==> config.mk <==
export PLATFORM = sky130hd
export DESIGN_NAME = btn_event_ctrl
export DESIGN_NICKNAME = d
export VERILOG_FILES = /design/src/rtl/btn_event_ctrl.sv
export SDC_FILE = /design/constraint.sdc
export NUM_CORES = 1
export LEC_CHECK = 0
export CORE_AREA = 5 5 106 108
export CTS_CLUSTER_SIZE = 20
export DETAILED_ROUTE_END_ITERATION = 10
export DIE_AREA = 0 0 111 113
export PLACE_DENSITY = 0.88
export SLEW_MARGIN = 0
export SYNTH_ARGS = -nofsm -noshare
export SYNTH_HDL_FRONTEND = slang
export SYNTH_SLANG_ARGS = --single-unit
==> constraint.sdc <==
create_clock -name CLK -period 2.7 [get_ports CLK]
set_input_delay 0.405 -clock CLK [delete_from_list [all_inputs] [get_ports CLK]]
set_output_delay 0.405 -clock CLK [all_outputs]
set_load 0.1 [all_outputs]
==> src/rtl/btn_event_ctrl.sv <==
// btn_event_ctrl: CE prescaler, per-button SHORT/LONG/REPEAT classifier
// and round-robin valid/ready event arbiter for a bank of debounce filters.
module btn_event_ctrl #(
  parameter int N_BTN        = 4,
  parameter int IDX_W        = 2,
  parameter int TICK_DIV     = 50000,
  parameter int LONG_TICKS   = 500,
  parameter int REPEAT_TICKS = 100,
  parameter int CNT_W        = 16
) (
  input  logic             CLK,
  input  logic             RST,
  input  logic             EN,
  output logic             CE_OUT,
  input  logic [N_BTN-1:0] BTN_LVL,
  input  logic [N_BTN-1:0] BTN_PRESS,
  output logic             EVT_VALID,
  input  logic             EVT_READY,
  output logic [IDX_W-1:0] EVT_IDX,
  output logic [1:0]       EVT_TYPE,
  output logic             OVF
);

  localparam int PS_W = (TICK_DIV > 1) ? $clog2(TICK_DIV) : 1;

  localparam logic [1:0] S_IDLE    = 2'd0;
  localparam logic [1:0] S_PRESSED = 2'd1;
  localparam logic [1:0] S_HELD    = 2'd2;

  localparam logic [1:0] T_SHORT  = 2'b01;
  localparam logic [1:0] T_LONG   = 2'b10;
  localparam logic [1:0] T_REPEAT = 2'b11;

  localparam logic [PS_W-1:0]  PS_LAST   = PS_W'(TICK_DIV - 1);
  localparam logic [CNT_W-1:0] LONG_LAST = CNT_W'(LONG_TICKS - 1);
  localparam logic [CNT_W-1:0] REP_LAST  = CNT_W'(REPEAT_TICKS - 1);
  localparam logic [IDX_W-1:0] IDX_LAST  = IDX_W'(N_BTN - 1);

  logic [PS_W-1:0] ps_q;
  logic            tick;

  assign tick   = EN && (ps_q == PS_LAST);
  assign CE_OUT = tick;

  always_ff @(posedge CLK) begin
    if (RST) begin
      ps_q <= '0;
    end else if (EN) begin
      ps_q <= tick ? '0 : ps_q + 1'b1;
    end
  end

  logic [1:0]       st_q  [N_BTN];
  logic [1:0]       st_d  [N_BTN];
  logic [CNT_W-1:0] cnt_q [N_BTN];
  logic [CNT_W-1:0] cnt_d [N_BTN];
  logic [N_BTN-1:0] post;
  logic [1:0]       post_type [N_BTN];

  // Release is tested before the tick so it always wins
  always_comb begin
    post = '0;
    for (int i = 0; i < N_BTN; i++) begin
      st_d[i]      = st_q[i];
      cnt_d[i]     = cnt_q[i];
      post_type[i] = T_SHORT;
      if (!EN) begin
        st_d[i]  = S_IDLE;
        cnt_d[i] = '0;
      end else begin
        unique case (st_q[i])
          S_IDLE: begin
            if (BTN_PRESS[i]) begin
              st_d[i]  = S_PRESSED;
              cnt_d[i] = '0;
            end
          end
          S_PRESSED: begin
            if (!BTN_LVL[i]) begin
              post[i]      = 1'b1;
              post_type[i] = T_SHORT;
              st_d[i]      = S_IDLE;
            end else if (tick) begin
              if (cnt_q[i] == LONG_LAST) begin
                post[i]      = 1'b1;
                post_type[i] = T_LONG;
                st_d[i]      = S_HELD;
                cnt_d[i]     = '0;
              end else begin
                cnt_d[i] = cnt_q[i] + 1'b1;
              end
            end
          end
          S_HELD: begin
            if (!BTN_LVL[i]) begin
              st_d[i] = S_IDLE;
            end else if (tick) begin
              if (cnt_q[i] == REP_LAST) begin
                post[i]      = 1'b1;
                post_type[i] = T_REPEAT;
                cnt_d[i]     = '0;
              end else begin
                cnt_d[i] = cnt_q[i] + 1'b1;
              end
            end
          end
          default: begin
            st_d[i]  = S_IDLE;
            cnt_d[i] = '0;
          end
        endcase
      end
    end
  end

  logic [N_BTN-1:0] pend_q;
  logic [1:0]       ptype_q [N_BTN];
  logic [IDX_W-1:0] ptr_q;
  logic [IDX_W-1:0] gidx;
  logic             gfound;
  logic             load;
  logic [N_BTN-1:0] gnt;

  // Rotated priority search: outer loop is distance from the pointer
  always_comb begin
    gfound = 1'b0;
    gidx   = '0;
    for (int j = 0; j < N_BTN; j++) begin
      for (int i = 0; i < N_BTN; i++) begin
        if (!gfound && ptr_q == IDX_W'(i) && pend_q[(i + j) % N_BTN]) begin
          gfound = 1'b1;
          gidx   = IDX_W'((i + j) % N_BTN);
        end
      end
    end
  end

  assign load = !EVT_VALID || EVT_READY;

  always_comb begin
    gnt = '0;
    for (int i = 0; i < N_BTN; i++) begin
      gnt[i] = load && gfound && (gidx == IDX_W'(i));
    end
  end

  always_ff @(posedge CLK) begin
    if (RST) begin
      for (int i = 0; i < N_BTN; i++) begin
        st_q[i]    <= S_IDLE;
        cnt_q[i]   <= '0;
        ptype_q[i] <= 2'b00;
      end
      pend_q    <= '0;
      ptr_q     <= '0;
      EVT_VALID <= 1'b0;
      EVT_IDX   <= '0;
      EVT_TYPE  <= 2'b00;
      OVF       <= 1'b0;
    end else begin
      for (int i = 0; i < N_BTN; i++) begin
        st_q[i]  <= st_d[i];
        cnt_q[i] <= cnt_d[i];
        if (post[i] && pend_q[i] && !gnt[i]) begin
          OVF <= 1'b1;
        end else if (post[i]) begin
          pend_q[i]  <= 1'b1;
          ptype_q[i] <= post_type[i];
        end else if (gnt[i]) begin
          pend_q[i] <= 1'b0;
        end
      end
      if (load) begin
        EVT_VALID <= gfound;
        if (gfound) begin
          EVT_IDX  <= gidx;
          EVT_TYPE <= ptype_q[gidx];
          ptr_q    <= (gidx == IDX_LAST) ? '0 : gidx + 1'b1;
        end
      end
    end
  end

endmodule
==> flow_summary.ini <==
[cells_and_area]
drive_above_1_share_pct = 9.08
final_cell_area_um2 = 6640
fillers = 772
nNetsFinal = 777
antenna_cells = 0
layout_commonest_cell = nor2_1
area_delta_synth_final_pct = 11.3
mostFrequentLayoutCells = nor2_1 (107), dfxtp_1 (100), nand2_1 (52)

[setup_path]
path_max_fanout = 4
critical_path.endpoint_type = register
start_kind = register
reg2reg_from = cnt_q[3][0]
critPathLaunch = cnt_q[3][0]
cp_slowest_cell = or4_1
worstPathArrival_ps = 2820
path_class = reg2reg
critPathMaxStageDelay_ps = 510
crit_family = simple AND/OR/NAND/NOR gates
path_cells = ha_1, or4b_1, or4_1, a2bb2oi_1, nand3b_2, nor3b_1, a311o_1
critPathRequiredTime_ps = 2970
crit_buf_inv = 0

[place]
pre_cts_ws_ps = 54.0
gp_congestion = 0.902
place_area_um2 = 6390
portBuffers = 18
place.detailed.hpwl_mm = 9.64

[timing]
fin_tns_setup_ps = 0
fin_worst_skew_ps = 15.4
rsz0062_at_grt = false
tightest_slew_ps = 614
fin_crit_ps = 2560
setup_viol = 0
min_period_over_period_pct = 94.7
max_freq_ghz = 0.391
worst_slew_margin_rel_pct = 59.1
hold_ws_ps = 495
finalHoldViolCount = 0
setup_ws_ps = 144
drv_slew = 0

[synthesis]
ys_warn_count = 0
synth.cell_area_um2 = 5970
synth_ff_type = dfxtp_1
async_flop_share_pct = 0
synth_top_area_cell = dfxtp_1
seq_area_frac_synth_pct = 37.6
synthTopCellsByArea = dfxtp_1 (34%), xnor2_1 (6.9%), nor2_1 (6.7%), ha_1 (4.4%), edfxtp_1 (4.0%)
ys_seq_elements = 108
synth_edf_count = 8
synth.top_cell.area_share_pct = 33.5
syn_inst = 717
syn_area_per_cell_um2 = 8.32
ys_types = 74
synth_fp_nets = 750

[pwr]
power_density_nw_per_um2 = 451
power.leakage_nw = 2.19
totalPowerFinal_w = 0.00300
irDropWorstVdd_mv = 0.236

[floorplanning]
dieArea_um2 = 12500
fp.coreArea_um2 = 10100
die_w_um = 111
dieHeight_um = 113
num_rows = 37
ios = 19
initial_core_util_pct = 58.9

[routing]
wl_per_cell_um = 14.9
vias = 5252
finalWirelength_mm = 13.2
drcViolationCount = 0
dr.pass1.iters = 5
drtIter0Drc = 376
drtAntennaViolNets = 0
via_per_inst = 5.93

[status]
status = finished, final reports clean

[global_routing]
grt_pass1_wl_mm = 22.5
grt_pass1_vias = 5004
grt_usage_pct = 21.2
grt_antenna_before_repair = 0
grt_remaining_overflow = 0
grt_start_max_net_pins = 22

[clock_network]
ctsHoldBuffers = 0
clkLatencyLatePin_ps = 390
clockRootBuffer = clkbuf_8
cts_setup_buffers = 0
htreeDepth = 3
cts_made_buffers = 9
clock-sinks = 108
cts_tree = built
clkTransAtPathRegs_ps = 100
clockBufferDepth = 2

[hold_path]
holdCritPathClass = reg2reg
min_from = EVT_IDX[1]

[flow_run]
max-cap-violations = 0
logic make-up (layout without fill, tap and decap cells):
| group | count (synthesis) | count (layout) | share of synthesized area (%) |
|---|---|---|---|
| muxes | 11 | 11 | 1.89 |
| xor gates and xnor gates | 66 | 66 | 9.69 |
| DFF | 108 | 108 | 37.6 |
| adders and majority gates | 21 | 21 | 4.40 |
| AOI/OAI and AO/OA | 96 | 96 | 10.7 |
| and+or+nand+nor | 360 | 360 | 32.1 |
| buffers and inverters | 55 | 87 | 3.69 |
repair_timing:
item,4_1_cts,5_1_grt
endpoints found under the hold margin,0,0
setup endpoints to repair,0,18
resized for setup,0,4
Yosys cell counts, types with 4 or more instances:
cell and n:
nor3b_1 9, dfxtp_1 100, xnor2_1 47, clkbuf_1 19
o21ai_0 12, nand3b_1 6, xor2_1 19, mux2i_1 9
a21o_1 7, nor4b_1 4, inv_1 27, nor4_1 19
nor2_1 107, a31oi_1 5, nor3_1 29, nand3_1 40
o31ai_1 5, nand4_1 23, nor2b_1 5, and3_1 16
nand2_1 52, buf_2 5, and2_1 5, edfxtp_1 8
a21oi_1 31, ha_1 21, or3_1 4, nand2b_1 14
per-stage QoR:
step / utilization, % / cells
finish: 65.5 / 885
global route: 65.5 / 885
CTS: 65.3 / 885
detailed placement: 63.0 / 869
global placement: 63.0 / 869
floorplan: - / 717
flip-flops by register name (all words and copies together) (netlist names):
name       cells
OVF            1
ptype_q        8
ptr_q          2
EVT_TYPE       2
pend_q         4
cnt_q         64
st_q           8
EVT_IDX        2
ps_q          16
EVT_VALID      1
layout make-up:
cell class	count	area, um^2	area share [%]
clock inverters	3	67.6	1.02
well taps	136	170	2.56
multi-input cells	554	3530	53.1
clock buffers	13	170	2.56
inverters	28	105	1.58
flip-flops and latches	108	2240	33.7
repair buffers	43	363	5.46
routing by layer:
layer  vias up  global-route usage, %  wire length [um]
li1       2590                      -                 -
met1      2500                   25.7              5710
met2       136                   37.6              6700
met3        26                   4.22               554
met4         0                   7.14               233
met5         -                      0                 0
final timing paths:
path / end / slack (ps) / cells after the start
worst max-delay path: cnt_q[3][14] / 140 / 7
worst min-delay path: EVT_IDX[1] / 500 / 2
worst max register to register: cnt_q[3][14] / 140 / 7
worst min register to register: EVT_IDX[1] / 500 / 2
report_power, final:
group / internal (W) / total (W) / switching, W
sequential: 0.00162 / 0.00164 / 0.0000119
clock: 0.000606 / 0.00116 / 0.000554
combinational: 0.0000791 / 0.000201 / 0.000122
worst reg2reg max path, delay by kind of cell (launching register included):
kind | cells | cell delay, ps
DFF | 1 | 400
AOI/OAI and AO/OA | 2 | 540
and+or+nand+nor | 4 | 1260
adders and majority gates | 1 | 240
Note: power is estimated with default switching activity, not from simulation.
